$ cat src/rtl/ntt_pkg.sv
// Shared constants, stage bundle and FSM encoding for the NTT butterfly engine.
package ntt_pkg;
  localparam int Q      = 3329;
  localparam int N      = 256;
  localparam int CW     = 12;
  localparam int AW     = 8;
  localparam int ZW     = 7;
  localparam int BAR_SH = 24;
  localparam int BAR_M  = (1 << BAR_SH) / Q;

  typedef enum logic [1:0] {
    IDLE,
    ISSUE,
    DRAIN,
    FIN
  } state_t;

  typedef struct packed {
    logic          v;
    logic [AW-1:0] ia;
    logic [AW-1:0] ib;
    logic [CW-1:0] a;
    logic [CW-1:0] b;
  } bf_stage_t;
endpackage

$ cat src/rtl/ntt_mod_mul.sv
// Pipelined 12x12 modular multiply with Barrett reduction into [0,Q).
module ntt_mod_mul
  import ntt_pkg::*;
#(
  parameter int LAT = 2
) (
  input  logic          clk,
  input  logic          rst_n,
  input  logic [CW-1:0] a,
  input  logic [CW-1:0] b,
  output logic [CW-1:0] r
);
  localparam int PW = 2 * CW;
  localparam int MW = PW + 13;
  localparam int QW = MW - BAR_SH;
  localparam int RW = CW + 1;
  localparam logic [RW-1:0] QX = Q[RW-1:0];

  logic [PW-1:0] p_q;
  logic [MW-1:0] pm;
  logic [QW-1:0] qe;
  logic [RW-1:0] r0;
  logic [CW-1:0] r1;

  always_ff @(posedge clk or negedge rst_n)
    if (!rst_n) p_q <= '0;
    else        p_q <= PW'(a) * PW'(b);

  // quotient estimate is low by at most one, so one subtract finishes it
  assign pm = MW'(p_q) * MW'(BAR_M);
  assign qe = QW'(pm >> BAR_SH);
  assign r0 = RW'(p_q - PW'(qe) * PW'(Q));
  assign r1 = (r0 >= QX) ? CW'(r0 - QX) : CW'(r0);

  if (LAT == 1) begin : g_l1
    assign r = r1;
  end else begin : g_ln
    logic [CW-1:0] dl [LAT-1];
    always_ff @(posedge clk or negedge rst_n)
      if (!rst_n) begin
        for (int i = 0; i < LAT - 1; i++) dl[i] <= '0;
      end else begin
        dl[0] <= r1;
        for (int i = 1; i < LAT - 1; i++) dl[i] <= dl[i-1];
      end
    assign r = dl[LAT-2];
  end
endmodule

$ cat src/rtl/ntt_bf_ctrl.sv
// In-place NTT sequencer + butterfly datapath; NTT_INTT_EN adds inverse layers.
module ntt_bf_ctrl
  import ntt_pkg::*;
#(
  parameter int PIPE_LAT = 3,
  parameter int N_LAYERS = 7
) (
  input  logic          clk,
  input  logic          rst_n,
  input  logic          start,
`ifdef NTT_INTT_EN
  input  logic          inv,
`endif
  output logic          busy,
  output logic          done,
  output logic [ZW-1:0] zeta_addr,
  input  logic [CW-1:0] zeta,
  output logic [AW-1:0] rd_addr_a,
  output logic [AW-1:0] rd_addr_b,
  input  logic [CW-1:0] rd_data_a,
  input  logic [CW-1:0] rd_data_b,
  output logic          we,
  output logic [AW-1:0] wr_addr_a,
  output logic [AW-1:0] wr_addr_b,
  output logic [CW-1:0] wr_data_a,
  output logic [CW-1:0] wr_data_b
);
  localparam int L = PIPE_LAT - 1;
  localparam logic [CW:0] QX = Q[CW:0];

  function automatic logic [CW-1:0] add_q(
    input logic [CW-1:0] x,
    input logic [CW-1:0] y
  );
    logic [CW:0] s;
    s = {1'b0, x} + {1'b0, y};
    if (s >= QX) s = s - QX;
    return CW'(s);
  endfunction

  function automatic logic [CW-1:0] sub_q(
    input logic [CW-1:0] x,
    input logic [CW-1:0] y
  );
    logic [CW:0] d;
    d = {1'b0, x} + QX - {1'b0, y};
    if (d >= QX) d = d - QX;
    return CW'(d);
  endfunction

  state_t        state;
  logic [AW-1:0] len, len_nxt, j_new;
  logic [AW:0]   base, nb, jp1;
  logic [6:0]    icnt;
  logic [1:0]    dcnt;
  logic [2:0]    lyr;
  logic          last_grp;

`ifdef NTT_INTT_EN
  logic inv_q, inv_s;
  assign inv_s = inv;
  always_ff @(posedge clk or negedge rst_n)
    if (!rst_n)                      inv_q <= 1'b0;
    else if (state == IDLE && start) inv_q <= inv;
`else
  logic inv_q, inv_s;
  assign inv_q = 1'b0;
  assign inv_s = 1'b0;
`endif

  assign jp1      = {1'b0, rd_addr_a} + 9'd1;
  assign nb       = base + {len, 1'b0};
  assign j_new    = nb[AW-1:0];
  assign last_grp = (jp1 == base + {1'b0, len});
  assign len_nxt  = inv_q ? {len[AW-2:0], 1'b0}
                          : {1'b0, len[AW-1:1]};

  always_ff @(posedge clk or negedge rst_n)
    if (!rst_n) begin
      state     <= IDLE;
      busy      <= 1'b0;
      done      <= 1'b0;
      len       <= '0;
      base      <= '0;
      rd_addr_a <= '0;
      rd_addr_b <= '0;
      zeta_addr <= '0;
      icnt      <= '0;
      dcnt      <= '0;
      lyr       <= '0;
    end else begin
      unique case (state)
        IDLE: if (start) begin
          state     <= ISSUE;
          busy      <= 1'b1;
          len       <= inv_s ? 8'd2 : 8'd128;
          base      <= '0;
          rd_addr_a <= '0;
          rd_addr_b <= inv_s ? 8'd2 : 8'd128;
          zeta_addr <= inv_s ? 7'd127 : 7'd1;
          icnt      <= '0;
          lyr       <= '0;
        end
        ISSUE: begin
          icnt <= icnt + 7'd1;
          if (last_grp) begin
            base      <= nb;
            rd_addr_a <= j_new;
            rd_addr_b <= j_new + len;
            zeta_addr <= inv_q ? zeta_addr - 7'd1
                               : zeta_addr + 7'd1;
          end else begin
            rd_addr_a <= rd_addr_a + 8'd1;
            rd_addr_b <= rd_addr_b + 8'd1;
          end
          if (icnt == 7'd127) begin
            state <= DRAIN;
            dcnt  <= '0;
          end
        end
        DRAIN: begin
          dcnt <= dcnt + 2'd1;
          if (dcnt == 2'(L)) begin
            if (lyr == 3'(N_LAYERS - 1)) begin
              state <= FIN;
              done  <= 1'b1;
            end else begin
              state     <= ISSUE;
              lyr       <= lyr + 3'd1;
              len       <= len_nxt;
              base      <= '0;
              rd_addr_a <= '0;
              rd_addr_b <= len_nxt;
              icnt      <= '0;
            end
          end
        end
        FIN: begin
          state <= IDLE;
          done  <= 1'b0;
          busy  <= 1'b0;
        end
      endcase
    end

  // inverse multiplies the difference, so it is formed before the multiplier
  logic [CW-1:0] mm_b, t, res_a, res_b;
  assign mm_b = inv_q ? sub_q(rd_data_b, rd_data_a) : rd_data_b;

  ntt_mod_mul #(.LAT(L)) u_mul (
    .clk   (clk),
    .rst_n (rst_n),
    .a     (zeta),
    .b     (mm_b),
    .r     (t)
  );

  bf_stage_t pipe [L];
  bf_stage_t tl;

  always_ff @(posedge clk or negedge rst_n)
    if (!rst_n) begin
      for (int i = 0; i < L; i++) pipe[i] <= '0;
    end else begin
      pipe[0] <= '{v: (state == ISSUE), ia: rd_addr_a, ib: rd_addr_b,
                   a: rd_data_a, b: rd_data_b};
      for (int i = 1; i < L; i++) pipe[i] <= pipe[i-1];
    end

  assign tl    = pipe[L-1];
  assign res_a = inv_q ? add_q(tl.a, tl.b) : add_q(tl.a, t);
  assign res_b = inv_q ? t : sub_q(tl.a, t);

  always_ff @(posedge clk or negedge rst_n)
    if (!rst_n) begin
      we        <= 1'b0;
      wr_addr_a <= '0;
      wr_addr_b <= '0;
      wr_data_a <= '0;
      wr_data_b <= '0;
    end else begin
      we        <= tl.v;
      wr_addr_a <= tl.ia;
      wr_addr_b <= tl.ib;
      wr_data_a <= res_a;
      wr_data_b <= res_b;
    end
endmodule

$ cat config.mk
export PLATFORM = sky130hd
export DESIGN_NAME = ntt_bf_ctrl
export DESIGN_NICKNAME = d
export VERILOG_FILES = /design/src/rtl/ntt_pkg.sv /design/src/rtl/ntt_mod_mul.sv /design/src/rtl/ntt_bf_ctrl.sv
export SDC_FILE = /design/constraint.sdc
export NUM_CORES = 1
export LEC_CHECK = 0
export CAP_MARGIN = 20
export CORE_MARGIN = 2
export CORE_UTILIZATION = 32
export CTS_CLUSTER_SIZE = 10
export DETAILED_ROUTE_END_ITERATION = 8
export PLACE_DENSITY = 0.51
export REMOVE_ABC_BUFFERS = 1
export SYNTH_ARGS = -nofsm -noshare
export SYNTH_HDL_FRONTEND = slang
export SYNTH_SLANG_ARGS = --single-unit
$ cat constraint.sdc
create_clock -name clk -period 9.4 [get_ports clk]
set_clock_uncertainty 0.2 [all_clocks]
set_input_delay 1.88 -clock clk [delete_from_list [all_inputs] [get_ports clk]]
set_output_delay 1.88 -clock clk [all_outputs]
set_load 0.1 [all_outputs]
==> qor.txt, run 1 <==
status: finished, final reports clean
pin count of the biggest net entering global routing: 69
Ant. Diodes: 0
NumNets Final: 2728
flops & latches, synth: 190
Hold WS: 0.147 ns
Synth top area share: 23.6%
time the worst path needs with I/O delays and setup: 9.18 ns
Final Hold Fails: 0
RR Startpoint: u_mul.p_q[18]
sequential share of the synthesized area: 23.6%
final worst path period share: 97.6%
largest family of logic cells by synthesized area: adder cells
CP startpoint kind: register
number of max-cap violations: 0
EDFF count, synth: 0
beginning of the critical path: u_mul.p_q[18]
Reg2Reg Depth: 34
CTS tree: done
Max transition margin: 30.4%
Worst path max stage delay: 0.61 ns
via count: 14100
worst reg2reg endpoint: u_mul.r[6]
grt total ovfl: 0
Area Overhead vs Synth: 16.6%
Initial Utilization: 32.1%
r2r setup slk: 0.22 ns
CP top delay family: adder cells
Post-synth top flop: dfrtp_1
First-pass DRT Iterations: 7
highest clock rate: 109 MHz
asr flop ratio synth: 100%
Root Buffer: clkbuf_16
yosys warns: 0
Mean Syn Cell Area: 9.99 µm²
maximum clock insertion buffer count: 2
Routability Congestion: 0.868
max-slew violation count: 0
Slew @ Worst Pin: 1.04 ns
CTS buffer count: 17
final WL: 45.3 mm
Netlist cell types: 76
Clk pin slew, worst setup/hold paths: 0.07 ns
I/O Pins: 105
Die W: 255 µm
Final Core Density: 37.5%
kind of critical path: register to register
Placeable Area: 62700 µm²
clk_lat worst skew: 0.48 ns
Critical Path AT: 9.38 ns
Critical Path RT: 9.60 ns
Mapped Area: 20200 µm²
most common cell in the netlist: inv_1
die area: 65000 µm²
RSZ-0062 raised after global routing: yes
hpwl dp: 36.7 mm
compound-cell area share of the yosys netlist: 9.68%
wire per inst: 15.0 µm
number of remaining DRC errors: 0
PortBufs: 104
Rows: 92
Die Span Y: 255 µm
CP max stage cell: fa_1
Cells after DPL: 2960
routed vias/inst: 4.65
first-pass GRT wire length: 74.3 mm
Setup violations, final: 0
CTS sink count: 190
CP Max Fanout: 7
WP buf/inv: 5
layout cell share with drive strength beyond 1: 8.68%
CP Depth: 34
CTS H-tree lvls: 4
Post-DRT Antenna Nets: 0
synthesized instance count: 2018
Finished Layout Cells: 3024
post-synthesis adder-cell area fraction: 41.3%
gr usage total: 14.4%
1st-iter DRT viols: 626
number of global-route vias before repair: 14400
Synth area leaders: dfrtp_1 (24%), fa_1 (23%), ha_1 (18%)
HP Class: register to register
mux contribution to synthesized area: 1.08%
commonest cells in the netlist: inv_1 (360), ha_1 (289), fa_1 (235)
area leader, netlist: dfrtp_1
CP Capture Type: register
HP Start: pipe[68]
Hold Buf Count CTS: 0
antenna violations before repair: 0
Synth Area in XOR/XNOR: 6.02%
Critical Path End: u_mul.r[6]
Post-Synth Simple-Gate Area: 10.7%
==> cell usage in the layout, fill, tap and decap left out, types with 10 or more instances in the layout <==
| master | instances |
|---|---|
| inv_1 | 354 |
| nand2b_1 | 18 |
| nand4_1 | 10 |
| nor3_1 | 22 |
| a21oi_1 | 81 |
| o21bai_1 | 14 |
| nor2_1 | 74 |
| and2_1 | 49 |
| and3_1 | 10 |
| clkbuf_16 | 18 |
| o21a_1 | 11 |
| dfrtp_2 | 12 |
| o21ai_0 | 52 |
| nand2_1 | 182 |
| nand3_1 | 30 |
| a22o_1 | 17 |
| fa_1 | 226 |
| mux2i_1 | 15 |
| clkdlybuf4s50_1 | 103 |
| ha_1 | 279 |
| a21o_1 | 18 |
| buf_4 | 67 |
| nor2b_1 | 16 |
| dfrtp_1 | 178 |
| xor2_1 | 32 |
| xnor2_1 | 99 |
==> registers in the layout, summed over array words and instances (netlist names) <==
register / flops
pipe: 58
u_mul.p_q: 24
u_mul.r: 12
wr_data_a: 12
wr_data_b: 12
base: 8
len: 8
rd_addr_a: 8
rd_addr_b: 8
wr_addr_a: 8
wr_addr_b: 8
icnt: 7
zeta_addr: 7
lyr: 3
dcnt: 2
state: 2
busy: 1
done: 1
we: 1
==> worst min-delay path by stage <==
stage / cells after the start / to / slack (ns)
6_report: 0 / pipe[27] / 0.15
5_1_grt: 0 / pipe[32] / 0.15
4_1_cts: 0 / pipe[27] / 0.15
3_5_place_dp: 0 / pipe[32] / 0.13
3_3_place_gp: 0 / wr_addr_a[5] / 0.13
2_1_floorplan: 0 / pipe[12] / 0.13
==> stage by stage <==
step                      cell area (µm²)  setup WS, ns  TNS, ns
after detailed placement            22400       -0.0377  -0.0461
after floorplan                     20000         0.201        0
after CTS                           23000       0.00109        0
final                               23500         0.221        0
after global placement              22400         0.150        0
after global routing                23500        -0.204    -1.43
==> per-layer routing <==
metal  vias up  track usage [%]  wire length (µm)
li1       6817                -                 -
met1      6984             19.6             21100
met2       222             23.9             22000
met3        33             2.80              1640
met4         0             3.04               535
met5         -                0                 0
==> cell type report <==
cell class | count | area [µm²]
fill | 6234 | 39200
timing repair buffer | 176 | 1640
tap | 846 | 1060
sequential | 190 | 4770
clock inverter | 15 | 148
clock buffer | 17 | 425
inverter | 360 | 1350
multi-input combinational | 1420 | 14100
==> what timing repair did <==
action | CTS | global route
pin swaps | 1 | 50
setup endpoints to repair | 5 | 12
buffers inserted | 2 | 29
gates cloned | 0 | 1
gates resized for setup | 8 | 60
==> cell families (layout without fill, tap and decap cells) <==
| kind of cell | count (synthesis) | after routing |
|---|---|---|
| compound gates | 290 | 290 |
| xor+xnor | 136 | 136 |
| buf+inv | 408 | 568 |
| flops | 190 | 190 |
| simple gates | 449 | 449 |
| fa+ha+maj | 524 | 524 |
| mux | 21 | 21 |
==> worst reg2reg max path, delay by kind of cell, from the launching register on <==
| family | cells | cell delay, ns |
|---|---|---|
| adders and majority gates | 10 | 4.11 |
| buffers and inverters | 5 | 0.45 |
| DFF | 1 | 0.39 |
| AOI/OAI and AO/OA | 10 | 2.24 |
| and+or+nand+nor | 3 | 0.58 |
| xor gates and xnor gates | 6 | 1.13 |
Power of run 1 is left out: the tool's default activity adds up to more than one toggle a clock period on the data nets, which glitch-free logic cannot reach.
==> run 2: changes to the inputs <==
--- a/config.mk
+++ b/config.mk
@@ -6,12 +6,13 @@
 export NUM_CORES = 1
 export LEC_CHECK = 0
 export CAP_MARGIN = 20
-export CORE_MARGIN = 2
+export CORE_MARGIN = 3
 export CORE_UTILIZATION = 32
 export CTS_CLUSTER_SIZE = 10
 export DETAILED_ROUTE_END_ITERATION = 8
 export PLACE_DENSITY = 0.51
 export REMOVE_ABC_BUFFERS = 1
+export SLEW_MARGIN = 10
 export SYNTH_ARGS = -nofsm -noshare
 export SYNTH_HDL_FRONTEND = slang
 export SYNTH_SLANG_ARGS = --single-unit
==> run 2 against run 1 <==
Net effect:
- utilization shrank 0.13 points
- sequential cell count did not move
- worst setup slack improved by 0.046 ns
- critical endpoint unchanged
- largest cell class unchanged
- cell count decreased by 1.2%
- via count is 1.7% lower
- die area rose by 1.6%
- fmax up 0.51%
- global-route usage fell by 0.19 points
- first-iteration DRC count is 13% lower
==> qor.txt, run 2 (synthesis results as in run 1) <==
die area: 66000 µm²
CTS buffer count: 17
RSZ-0062 raised after global routing: yes
CTS H-tree lvls: 4
Largest regs: pipe x58, u_mul.p_q x24
kind of critical path: register to register
CP Max Fanout: 7
Root Buffer: clkbuf_16
CTS sink count: 190
I/O Pins: 105
time the worst path needs with I/O delays and setup: 9.13 ns
CP startpoint kind: register
wire per inst: 14.9 µm
Setup violations, final: 0
Initial Utilization: 32.5%
NumNets Final: 2701
Area Overhead vs Synth: 14.9%
Biggest register: pipe
antenna violations before repair: 0
final WL: 44.6 mm
Clk pin slew, worst setup/hold paths: 0.07 ns
Worst path max stage delay: 0.58 ns
Placeable Area: 62100 µm²
most common cell after layout, fill and taps aside: inv_1
CP max stage cell: fa_1
Rows: 91
clk_lat worst skew: 0.48 ns
Post-DRT Antenna Nets: 0
Max transition margin: 29.0%
pre-CTS setup slack: 0.000882 ns
Routability Congestion: 0.808
number of global-route vias before repair: 15000
highest clock rate: 109 MHz
maximum clock insertion buffer count: 2
Critical Path AT: 9.33 ns
first-pass GRT wire length: 76.9 mm
Die Span Y: 257 µm
Critical Path RT: 9.60 ns
routed vias/inst: 4.63
1st-iter DRT viols: 547
HP Class: register to register
First-pass DRT Iterations: 5
CP dominant cell by count: fa_1
Final Hold Fails: 0
max FFs per register: 58
via count: 13800
hpwl dp: 36.4 mm
CP Capture Type: register
final worst path period share: 97.2%
Slew @ Worst Pin: 1.06 ns
number of max-cap violations: 0
pin count of the biggest net entering global routing: 96
status: finished, final reports clean
grt total ovfl: 0
most frequent cells in the layout: inv_1 (356), ha_1 (285), fa_1 (231)
layout cell share with drive strength beyond 1: 6.56%
gr usage total: 14.2%
Hold WS: 0.149 ns
Final Core Density: 37.3%
Ant. Diodes: 0
fin worst setup slack: 0.267 ns
Die W: 257 µm
CTS tree: done
number of remaining DRC errors: 0
PortBufs: 104
max-slew violation count: 0
==> run 2: timing repair <==
action                     4_1_cts  5_1_grt
hold endpoints to repair         0        0
setup endpoints to repair        3       12
pin swaps                        0       31
hold buffers                     0        0
buffers inserted                 0       14
resized for setup                1       46
gates cloned                     0        1
==> run 2: worst paths after layout <==
check | startpoint | endpoint | slack, ns | cells past startpoint
min | pipe[53] | pipe[12] | 0.15 | 0
min in group asynchronous | rst_n | pipe[64] | 1.25 | 1
max in group asynchronous | rst_n | u_mul.p_q[8] | 5.88 | 3
max | u_mul.p_q[16] | u_mul.r[6] | 0.27 | 35
max reg2reg | u_mul.p_q[16] | u_mul.r[6] | 0.27 | 35
min reg2reg | pipe[53] | pipe[12] | 0.15 | 0
==> run 2: metal layers <==
layer,GRT usage (%),part of all wire [%],vias to the layer above
met3,2.11,2.8,42
met2,23.8,48,172
met4,3.94,1.7,0
li1,-,-,6761
met5,0,0,-
met1,19.2,48,6849
==> run 2: per-stage QoR <==
step	std cells	cell area, µm²	TNS, ns
floorplan	1970	20000	0
global placement	2941	22300	0
detailed placement	2941	22300	0
CTS	2973	22900	0
global route	2988	23200	-0.896
finish	2988	23200	0
==> run 2: area by class of cell <==
type / count / area (µm²)
multi-input cells: 1420 / 14000
well taps: 837 / 1050
clock inverters: 11 / 129
flip-flops and latches: 190 / 4770
repair buffers: 149 / 1420
clock buffers: 21 / 460
fillers: 6207 / 38900
inverters: 360 / 1350
==> run 2: critical path: cells and delay by family, from the launching register on <==
kind	cells	cell delay, ns
fa+ha+maj	10	4.15
compound gates	12	2.40
xor+xnor	7	1.32
buf+inv	6	0.55
flops	1	0.40
Power of run 2 is left out for the same reason.
==> run 3: changes to the inputs <==
--- a/config.mk
+++ b/config.mk
@@ -5,12 +5,11 @@
 export SDC_FILE = /design/constraint.sdc
 export NUM_CORES = 1
 export LEC_CHECK = 0
-export CAP_MARGIN = 20
 export CORE_MARGIN = 3
-export CORE_UTILIZATION = 32
+export CORE_UTILIZATION = 50
 export CTS_CLUSTER_SIZE = 10
 export DETAILED_ROUTE_END_ITERATION = 8
-export PLACE_DENSITY = 0.51
+export PLACE_DENSITY = 0.72
 export REMOVE_ABC_BUFFERS = 1
 export SLEW_MARGIN = 10
 export SYNTH_ARGS = -nofsm -noshare
==> run 3 against run 2 <==
Net effect:
- sequential cell count unchanged
- fmax up 0.40%
- global-route usage rose by 6.9 points
- routed wire length decreased by 1.0%
- sequential share of layout area rose by 0.20 points
- final area is 0.89% lower
- worst hold slack improved by 0.0014 ns
- die area fell by 35%
- count of clock-buffer cells in the layout down 4
- non-clock buffer count grew 7
- utilization up 21 points
- critical endpoint unchanged
- via count rose by 3.0%
==> qor.txt, run 3 (synthesis results as in run 1) <==
status: finished, final reports clean
CP top delay family: adder cells
via count: 14200
beginning of the critical path: u_mul.p_q[17]
Biggest register: pipe
Ant. Diodes: 0
CTS H-tree lvls: 4
Setup violations, final: 0
antenna violations before repair: 0
final WL: 44.1 mm
Area Overhead vs Synth: 13.9%
highest clock rate: 110 MHz
routed vias/inst: 5.32
pin count of the biggest net entering global routing: 108
worst reg2reg endpoint: u_mul.r[6]
clk_lat worst skew: 0.45 ns
RR Startpoint: u_mul.p_q[17]
Die Span Y: 207 µm
PortBufs: 104
first-pass GRT wire length: 73.7 mm
Root Buffer: clkbuf_16
CP Depth: 34
gr usage total: 21.2%
hpwl dp: 34.8 mm
Post-DRT Antenna Nets: 0
number of global-route vias before repair: 15100
most frequent cells in the layout: inv_1 (357), ha_1 (280), fa_1 (232)
Final Hold Fails: 0
grt total ovfl: 0
die area: 42800 µm²
CTS buffer count: 17
CP max stage cell: fa_1
NumNets Final: 2708
wire per inst: 16.5 µm
I/O Pins: 105
Largest regs: pipe x58, u_mul.p_q x24
Critical Path RT: 9.56 ns
kind of critical path: register to register
Worst path max stage delay: 0.62 ns
final worst path period share: 96.8%
CP Capture Type: register
Slew @ Worst Pin: 1.11 ns
Rows: 72
Die W: 207 µm
HP Class: register to register
CTS sink count: 190
Critical Path AT: 9.26 ns
Max transition margin: 25.4%
Reg2Reg Depth: 34
max-slew violation count: 0
WP buf/inv: 4
time the worst path needs with I/O delays and setup: 9.10 ns
max FFs per register: 58
CP Max Fanout: 7
Routability Congestion: 0.929
Critical Path End: u_mul.r[6]
r2r setup slk: 0.30 ns
maximum clock insertion buffer count: 2
CP startpoint kind: register
CTS tree: done
layout cell share with drive strength beyond 1: 7.46%
Fillers: 3309
RSZ-0062 raised after global routing: yes
Setup TNS: 0 ns
number of max-cap violations: 0
most common cell after layout, fill and taps aside: inv_1
Clk pin slew, worst setup/hold paths: 0.08 ns
number of remaining DRC errors: 0
Initial Utilization: 51.3%
1st-iter DRT viols: 652
First-pass DRT Iterations: 4
Placeable Area: 39300 µm²
## run 3: worst min-delay path by stage
stage,start,to,slack [ns],cells past startpoint
2_1_floorplan,pipe[53],pipe[12],0.13,0
3_3_place_gp,pipe[30],wr_addr_b[6],0.13,0
3_5_place_dp,pipe[73],pipe[32],0.13,0
4_1_cts,pipe[29],wr_addr_b[5],0.15,0
5_1_grt,pipe[77],pipe[36],0.16,0
6_report,pipe[29],wr_addr_b[5],0.15,0
## run 3: per-stage QoR
| step | util (%) | hold WS, ns | area, µm² | worst slack [ns] | std cells |
|---|---|---|---|---|---|
| 5_1_grt | 58.5 | 0.159 | 23000 | -0.162 | 2676 |
| 4_1_cts | 57.3 | 0.149 | 22500 | 0.0114 | 2646 |
| 3_3_place_gp | 55.6 | 0.132 | 21800 | 0.187 | 2614 |
| 3_5_place_dp | 55.6 | 0.135 | 21800 | -0.0107 | 2614 |
| 6_report | 58.5 | 0.150 | 23000 | 0.304 | 2676 |
| 2_1_floorplan | - | 0.131 | 20000 | 0.201 | 1970 |
## run 3: final cells by class
type	instances	area (µm²)	share of cell area, %
clock buffer	17	425	1.85
multi-input combinational	1420	14100	61.2
clock inverter	15	223	0.970
tap	518	648	2.82
timing repair buffer	156	1480	6.45
inverter	360	1350	5.89
sequential	190	4770	20.8
## run 3: routing by layer
metal  part of all wire [%]  up-vias  global-route usage, %
met5                      0        -                      0
met1                     44     7123                   28.1
met2                     51      287                   36.8
met4                    2.1        0                   5.25
li1                       -     6772                      -
met3                    3.5       62                   3.04
## run 3: what timing repair did
action | in CTS | in global routing
gates cloned | 0 | 1
pin swaps | 0 | 55
gates resized for setup | 1 | 58
endpoints found under the setup margin | 3 | 12
hold endpoints to repair | 0 | 0
setup buffers | 0 | 29
hold buffers | 0 | 0
Power of run 3 is left out for the same reason.
